## src/rtl/program_loader.sv

```systemverilog
`default_nettype none
// ============================================================================
// Module   : program_loader
// Purpose  : Boot-time loader placed in front of the core's instruction
//            memory. It takes a byte stream over a valid/ready handshake and
//            assembles little-endian 32-bit words. The words are written to
//            instruction memory from address 0. Core_Run is held low until
//            the whole image is in place. Start re-arms the loader from DONE
//            or ERROR.
// Stream   : LEN_LO, LEN_HI (word count N), then 4*N data bytes (LSB first).
//            With LOADER_CHECKSUM_EN defined, one more byte follows: the XOR
//            of all length and data bytes.
// Ports    : Clk, Rst_n (async, active-low), Start (re-arm pulse),
//            In_Valid/In_Data/In_Ready (byte stream),
//            ImWr/ImAddr/ImData (instruction-memory write port),
//            Core_Run (image loaded), Load_Error (image rejected, sticky),
//            Word_Count (words written in the current load).
// Macros   : LOADER_CHECKSUM_EN - enables the trailing checksum byte.
// Revision : 1.0 - initial release
// ============================================================================
module program_loader #(
  parameter int DEPTH_WORDS = 1024,
  parameter int CNT_W       = 16
) (
  input  logic             Clk,
  input  logic             Rst_n,
  input  logic             Start,
  input  logic             In_Valid,
  input  logic [7:0]       In_Data,
  output logic             In_Ready,
  output logic             ImWr,
  output logic [31:0]      ImAddr,
  output logic [31:0]      ImData,
  output logic             Core_Run,
  output logic             Load_Error,
  output logic [CNT_W-1:0] Word_Count
);

  typedef enum logic [2:0] {
    S_LEN_LO = 3'd0,
    S_LEN_HI = 3'd1,
    S_DATA   = 3'd2,
    S_CHK    = 3'd3,
    S_FLUSH  = 3'd4,
    S_DONE   = 3'd5,
    S_ERROR  = 3'd6
  } state_t;

  localparam logic [CNT_W-1:0] C_CNT_ONE = CNT_W'(1);

  state_t      rState;
  logic [7:0]  rLenLo;
  logic [15:0] rRemain;    // words still to be received
  logic [1:0]  rByteCnt;   // byte position within the current word
  logic [23:0] rWord;      // first three bytes of the word being assembled
`ifdef LOADER_CHECKSUM_EN
  logic [7:0]  rChk;       // running XOR of length and data bytes
`endif

  logic        wAccept;
  logic [15:0] wLen;

  assign wAccept = In_Valid && In_Ready;
  assign wLen    = {In_Data, rLenLo};

  // In_Ready is registered alongside the state transition so that it always
  // reflects the state being entered. Core_Run is set one edge after DONE is
  // entered. This keeps it clear of the final ImWr cycle by a full cycle.
  always_ff @(posedge Clk or negedge Rst_n) begin
    if (!Rst_n) begin
      rState     <= S_LEN_LO;
      rLenLo     <= 8'd0;
      rRemain    <= 16'd0;
      rByteCnt   <= 2'd0;
      rWord      <= 24'd0;
`ifdef LOADER_CHECKSUM_EN
      rChk       <= 8'd0;
`endif
      In_Ready   <= 1'b1;
      ImWr       <= 1'b0;
      ImAddr     <= 32'd0;
      ImData     <= 32'd0;
      Core_Run   <= 1'b0;
      Load_Error <= 1'b0;
      Word_Count <= '0;
    end else begin
      ImWr <= 1'b0;
      case (rState)
        S_LEN_LO: begin
          if (wAccept) begin
            rLenLo <= In_Data;
`ifdef LOADER_CHECKSUM_EN
            rChk   <= In_Data;
`endif
            rState <= S_LEN_HI;
          end
        end

        S_LEN_HI: begin
          if (wAccept) begin
            rRemain  <= wLen;
            rByteCnt <= 2'd0;
`ifdef LOADER_CHECKSUM_EN
            rChk     <= rChk ^ In_Data;
`endif
            if (int'(wLen) > DEPTH_WORDS) begin
              rState     <= S_ERROR;
              In_Ready   <= 1'b0;
              Load_Error <= 1'b1;
            end else if (wLen == 16'd0) begin
              rState   <= S_FLUSH;
              In_Ready <= 1'b0;
            end else begin
              rState <= S_DATA;
            end
          end
        end

        S_DATA: begin
          if (wAccept) begin
            rByteCnt <= rByteCnt + 2'd1;
            rWord    <= {In_Data, rWord[23:8]};
`ifdef LOADER_CHECKSUM_EN
            rChk     <= rChk ^ In_Data;
`endif
            if (rByteCnt == 2'd3) begin
              ImWr       <= 1'b1;
              ImData     <= {In_Data, rWord};
              ImAddr     <= 32'(Word_Count) << 2;
              Word_Count <= Word_Count + C_CNT_ONE;
              rRemain    <= rRemain - 16'd1;
              if (rRemain == 16'd1) begin
`ifdef LOADER_CHECKSUM_EN
                rState   <= S_CHK;
`else
                rState   <= S_FLUSH;
                In_Ready <= 1'b0;
`endif
              end
            end
          end
        end

`ifdef LOADER_CHECKSUM_EN
        S_CHK: begin
          if (wAccept) begin
            In_Ready <= 1'b0;
            if (In_Data == rChk) begin
              rState <= S_FLUSH;
            end else begin
              rState     <= S_ERROR;
              Load_Error <= 1'b1;
            end
          end
        end
`endif

        // Lets the last ImWr land before the core is released.
        S_FLUSH: begin
          rState <= S_DONE;
        end

        S_DONE: begin
          if (Start) begin
            rState     <= S_LEN_LO;
            In_Ready   <= 1'b1;
            Core_Run   <= 1'b0;
            Load_Error <= 1'b0;
            Word_Count <= '0;
          end else begin
            Core_Run <= 1'b1;
          end
        end

        S_ERROR: begin
          if (Start) begin
            rState     <= S_LEN_LO;
            In_Ready   <= 1'b1;
            Core_Run   <= 1'b0;
            Load_Error <= 1'b0;
            Word_Count <= '0;
          end
        end

        default: begin
          rState   <= S_LEN_LO;
          In_Ready <= 1'b1;
        end
      endcase
    end
  end

endmodule
`default_nettype wire

```

## config.mk

```make
export PLATFORM = sky130hd
export DESIGN_NAME = program_loader
export DESIGN_NICKNAME = d
export VERILOG_FILES = /design/src/rtl/program_loader.sv
export SDC_FILE = /design/constraint.sdc
export NUM_CORES = 1
export LEC_CHECK = 0
export BUFFER_PORTS_ARGS = -buffer_cell sky130_fd_sc_hd__buf_4
export CAP_MARGIN = 20
export CORE_UTILIZATION = 60
export CTS_CLUSTER_SIZE = 28
export DETAILED_ROUTE_END_ITERATION = 8
export PLACE_DENSITY_LB_ADDON = 0.3
export SYNTH_ARGS = -nofsm -noshare
export SYNTH_HDL_FRONTEND = slang
export SYNTH_SLANG_ARGS = --single-unit
```

## constraint.sdc

```tcl
create_clock -name Clk -period 3 [get_ports Clk]
set_clock_uncertainty 0.2 [all_clocks]
set_input_delay 0.15 -clock Clk [delete_from_list [all_inputs] [get_ports Clk]]
set_output_delay 0.15 -clock Clk [all_outputs]
set_load 0.02 [all_outputs]
```

==> results.json, run 1 <==
{
  "outcome": "finished with violations",
  "failed_checks": "design-rule violations",
  "cp_slowest_cell": "dfrtp_1",
  "yosys_most_used_dff": "dfrtp_1",
  "area_growth_pct": 25.45,
  "io_buffers": 79,
  "yosys_warnings": 0,
  "max_cap_viol_count": 0,
  "grt_pass1_wl_um": 20720,
  "synth_edf_count": 0,
  "coreArea_um2": 8848,
  "numCtsBuffers": 17,
  "via_per_inst": 6.016,
  "routedWlPerCell_um": 18.78,
  "ios": 96,
  "drt_wl_total_um": 12680,
  "hold_viol_final": 0,
  "netlist.top_cell.by_area": "dfrtp_1",
  "tns_ns": 0,
  "cp-start-kind": "flip-flop",
  "drt_iter0_markers": 351,
  "fmax_mhz": 437.3,
  "synth_top_area_share": 0.5382,
  "numClockSinks": 121,
  "die_height_um": 98.43,
  "cp-end-kind": "flip-flop",
  "diodes": 0,
  "setup_violations": 0,
  "whs_path_depth": 1,
  "rsz0062_at_grt": "no",
  "path_max_fanout": 14,
  "finalCritPeriodShare": 0.7622,
  "grt_usage": 0.2794,
  "synth_cell_types": 65,
  "rows": 34,
  "arrival_ns": 2.47,
  "ys_seq_elements": 121,
  "synth_area_leaders": "dfrtp_1, mux2_2, mux2_1",
  "worstSetupPathType": "flip-flop to flip-flop",
  "synthCells": 458,
  "die_x_um": 98.43,
  "required_ns": 3.18,
  "ctsRootBufferMaster": "clkbuf_8",
  "path_delay_family": "flip-flops",
  "syn_avg_cell_area_um2": 12.18,
  "async_flop_share": 1.000,
  "gp_congestion": 0.8650,
  "finalMaxSlewViolations": 0,
  "slew_headroom": 0.5499,
  "worst_pin_slew_ns": 0.6745,
  "min_period_ns": 2.287,
  "drc": 9,
  "clk_latency_ns": 0.50,
  "grt_overflow": 0,
  "crit_buf_inv": 0,
  "vias": 4061,
  "powerDensity_nw_per_um2": 941.9,
  "slowest_delay_ns": 0.61,
  "path_clk_slew_ns": 0.06,
  "layout_commonest_cell": "dfrtp_1",
  "ff2ff_path_depth": 5,
  "nets": 571,
  "p_leak_uw": 0.003344,
  "postRouteAntennaNets": 0,
  "cts_resized": 0,
  "drive_gt1_frac": 0.3686,
  "cts_tree": "done",
  "vdd_drop_max_mv": 0.6023,
  "clk_path_buf_depth": 2,
  "critical_path_depth": 5,
  "first_global_vias": 4093,
  "first_pass_iters": 9,
  "initial_utilization": 0.6305,
  "synth_area_um2": 5579,
  "whs_ns": 0.2896,
  "dieArea_um2": 9688,
  "min_path_type": "flip-flop to flip-flop",
  "cts_htree_levels": 4,
  "synth_seq_area_share": 0.5429,
  "dp_hpwl_um": 7578,
  "grt_max_degree": 55,
  "crit_chain": "nand3b_1 > a2bb2oi_2 > nor3_1 > xnor2_1 > nor2_1",
  "final_cell_mix": "dfrtp_1, buf_4, mux2_2, nor2_1, a21oi_1",
  "antenna_found_initial": 0
}
-- cell usage after synthesis (all sizes together), types with 8 or more instances --
| library cell | n |
|---|---|
| o21ai | 19 |
| mux2 | 82 |
| buf | 30 |
| a21oi | 23 |
| nor2 | 41 |
| nor4 | 9 |
| clkbuf | 8 |
| dfrtp | 120 |
| nand3 | 11 |
| nor3 | 11 |
| nand2 | 20 |
| xnor2 | 10 |
-- path summary, 6_finish.rpt --
path | slack [ns] | start | end
setup reg to reg | 0.71 | rState[0] | Word_Count[9]
hold reg to reg | 0.29 | ImData[0] | ImData[0]
min in group asynchronous | 0.38 | Rst_n | ImAddr[5]
max in group asynchronous | 1.56 | Rst_n | rLenLo[5]
setup / recovery | 0.71 | rState[0] | Word_Count[9]
hold / removal | 0.29 | ImData[0] | ImData[0]
-- cell families (layout without fill, tap and decap cells) --
group	count (synthesis)	after routing	synth area share
AO/OA/AOI/OAI	70	70	0.08433
multiplexers	84	84	0.1691
flip-flops	121	121	0.5429
buffers and inverters	42	136	0.04328
other	1	16	0.0006722
adder cells (fa/ha/maj)	5	5	0.01077
XOR/XNOR	14	14	0.02198
AND/OR/NAND/NOR	121	121	0.1269
-- power by group --
part,total (µW),switching (µW),internal [µW]
clock,2180,739,1440
sequential,2590,480,2110
combinational,1820,982,843
-- worst reg2reg max path: stages (launching register included) --
cell       delay (ns)
dfrtp_1          0.61
nand3b_1         0.31
a2bb2oi_2        0.56
nor3_1           0.19
xnor2_1          0.22
nor2_1           0.07
-- cell type report --
class	instances	area, µm²
inverter	4	15.01
multi-input combinational	310	2372
clock inverter	14	220.2
clock buffer	17	414.1
sequential	121	3029
timing repair buffer	101	813.3
tap	108	135.1
fill	501	1849
-- routing by layer --
metal | part of all wire | vias up | global-route usage
met5 | 0 | - | 0
met4 | 0.019 | 0 | 0.1137
met3 | 0.069 | 29 | 0.06454
met2 | 0.51 | 211 | 0.4675
met1 | 0.41 | 2010 | 0.3548
li1 | - | 1811 | -
-- metrics by stage --
stage / setup slack [ns] / cells / power, µW / instance area [µm²] / util
after floorplan: 0.9984 / 473 / 3726 / 5635 / -
after detailed placement: 0.8110 / 631 / 4336 / 6225 / 0.7035
after global placement: 0.8467 / 631 / 4237 / 6225 / 0.7035
final: 0.7135 / 675 / 6593 / 6999 / 0.7910
after global routing: 0.5489 / 675 / 6891 / 6999 / 0.7910
after CTS: 0.7170 / 675 / 6601 / 6999 / 0.7910
-- what timing repair did --
action,4_1_cts,5_1_grt
buffers inserted,0,0
hold buffers,13,0
endpoints found under the hold margin,127,0
-- sequential cells by signal (all words and copies together), names as in the netlist --
name,flops
rRemain,16
rByteCnt,2
rWord,24
rLenLo,8
In_Ready,1
Core_Run,1
rState,3
ImData,32
Load_Error,1
Word_Count,16
ImAddr,16
ImWr,1
(Power assumes the default switching activity.)
==> run 2, diff against run 1 <==
--- a/config.mk
+++ b/config.mk
@@ -7,7 +7,7 @@
 export LEC_CHECK = 0
 export BUFFER_PORTS_ARGS = -buffer_cell sky130_fd_sc_hd__buf_4
 export CAP_MARGIN = 20
-export CORE_UTILIZATION = 60
+export CORE_UTILIZATION = 51
 export CTS_CLUSTER_SIZE = 28
 export DETAILED_ROUTE_END_ITERATION = 8
 export PLACE_DENSITY_LB_ADDON = 0.3
==> constraint.sdc (replaced) <==
create_clock -name Clk -period 2.1 [get_ports Clk]
set_clock_uncertainty 0.2 [all_clocks]
set_input_delay 0.105 -clock Clk [delete_from_list [all_inputs] [get_ports Clk]]
set_output_delay 0.105 -clock Clk [all_outputs]
set_load 0.02 [all_outputs]
==> run 2 against run 1 <==
The run now ends clean. Die area grew 17%. Cell area increased by 3.0%. First-iteration DRC count is 50% lower. Setup slack got worse by 0.68 ns. Non-clock buffer count up 18. Count of clock-buffer cells in the layout increased by 1. Critical endpoint is now rState[1]. Sequential share of layout area fell by 1.3 points. Highest routed layer unchanged. Utilization decreased by 10 points. Critical path depth stayed put. Hold slack worse by 0.046 ns. Via count down 2.3%. Combinational power rose by 58%. Largest power group unchanged.
==> results.json, run 2 (synthesized netlist as in run 1, its figures left out) <==
{
  "outcome": "finished, final reports clean",
  "r2r_slack_ns": 0.03,
  "grt_pass1_wl_um": 19860,
  "regMostFlops": "ImData",
  "area_growth_pct": 29.24,
  "cts_htree_levels": 4,
  "rows": 37,
  "numCtsBuffers": 17,
  "dp_hpwl_um": 7880,
  "coreArea_um2": 10460,
  "grt_overflow": 0,
  "finalMaxSlewViolations": 0,
  "drt_wl_total_um": 11990,
  "critPathLaunch": "rRemain[8]",
  "setup_violations": 0,
  "drc": 0,
  "critPathCapture": "rState[1]",
  "finalCritPeriodShare": 0.9863,
  "max_cap_viol_count": 0,
  "drive_gt1_frac": 0.4078,
  "vias": 3969,
  "path_max_fanout": 4,
  "ff2ff_path_depth": 5,
  "dp_slack_ns": 0.01143,
  "required_ns": 2.28,
  "cts_tree": "done",
  "vdd_drop_max_mv": 0.7441,
  "initial_utilization": 0.5332,
  "drt_iter0_markers": 175,
  "grt_usage": 0.2242,
  "via_per_inst": 5.497,
  "worst_pin_slew_ns": 0.5538,
  "arrival_ns": 2.25,
  "r2r_start": "rRemain[8]",
  "dp.cells": 675,
  "routedWlPerCell_um": 16.61,
  "whs_ns": 0.2434,
  "io_buffers": 79,
  "largest_register_ffs": 32,
  "antenna_found_initial": 0,
  "grt_max_degree": 43,
  "layout_commonest_cell": "dfrtp_1",
  "diodes": 0,
  "numClockSinks": 121,
  "powerDensity_nw_per_um2": 1273,
  "dieArea_um2": 11360,
  "fmax_mhz": 482.8,
  "nets": 589,
  "clk_latency_ns": 0.50,
  "final_cell_mix": "dfrtp_1, buf_4, mux2_2, nor2_1, a21oi_1",
  "reg_top3": "ImData x32, rWord x24",
  "postRouteAntennaNets": 0,
  "slew_headroom": 0.6308,
  "ios": 96,
  "first_global_vias": 3979,
  "layout_setup_ws_ns": 0.02867,
  "hold_viol_final": 0,
  "tns_ns": 0,
  "rsz0062_at_grt": "yes",
  "min_period_ns": 2.071,
  "ctsRootBufferMaster": "clkbuf_8",
  "worstSetupPathType": "flip-flop to flip-flop",
  "final_util": 0.6892,
  "cp-end-kind": "flip-flop",
  "path_clk_slew_ns": 0.06,
  "p_leak_uw": 0.003432,
  "stdcell_count": 722,
  "die_height_um": 106.6,
  "min_path_type": "primary input to flip-flop",
  "r2r_end": "rState[1]",
  "cp-start-kind": "flip-flop",
  "first_pass_iters": 4,
  "die_x_um": 106.6,
  "gp_congestion": 0.8538,
  "clk_path_buf_depth": 2
}
[run 2: worst min-delay path by stage]
stage / start / to / slack (ns) / cells past startpoint
final: In_Data[1] / ImData[25] / 0.24 / 3
after global routing: In_Data[1] / ImData[25] / 0.23 / 3
after CTS: In_Data[1] / ImData[25] / 0.22 / 3
after detailed placement: Rst_n / Word_Count[5] / -0.06 / 1
after global placement: Rst_n / rState[1] / -0.07 / 1
after floorplan: Rst_n / Core_Run / -0.39 / 0
[run 2: critical path, stage by stage (launching register included)]
cell     delay (ns)
dfrtp_1        0.41
or4_4          0.59
nor2_8         0.11
a31oi_2        0.10
a31oi_4        0.18
mux2_1         0.35
[run 2: layout make-up]
type                       instances  area (µm²)
clock buffer                      18       427.9
multi-input combinational        310        2420
tap                              136       170.2
sequential                       121        3030
timing repair buffer             119        1011
inverter                           4       15.01
fill                             753        3252
clock inverter                    14       136.4
[run 2: timing repair]
action	4_1_cts	5_1_grt
resized for setup	2	12
endpoints found under the hold margin	161	0
setup buffers	0	3
pin swaps	1	3
endpoints found under the setup margin	2	14
hold buffers	12	0
[run 2: metal layers]
| metal | vias up | share of wire | track usage | wire length [µm] |
|---|---|---|---|---|
| met3 | 17 | 0.051 | 0.05957 | 614 |
| li1 | 1851 | - | - | - |
| met5 | - | 0 | 0 | 0 |
| met1 | 1987 | 0.44 | 0.2927 | 5252 |
| met4 | 0 | 0.017 | 0.08317 | 202 |
| met2 | 114 | 0.49 | 0.3599 | 5923 |
[run 2: report_power, final]
part / internal, µW / switching, µW / leakage, µW
sequential: 3020 / 576 / 0.00159
clock: 1620 / 1100 / 0.000258
combinational: 1400 / 1470 / 0.00158
[run 2: metrics by stage]
step                area (µm²)  total power (µW)
CTS                       7148              9156
floorplan                 5635              5323
global route              7211              9675
global placement          6455              6248
finish                    7211              9178
detailed placement        6455              6365
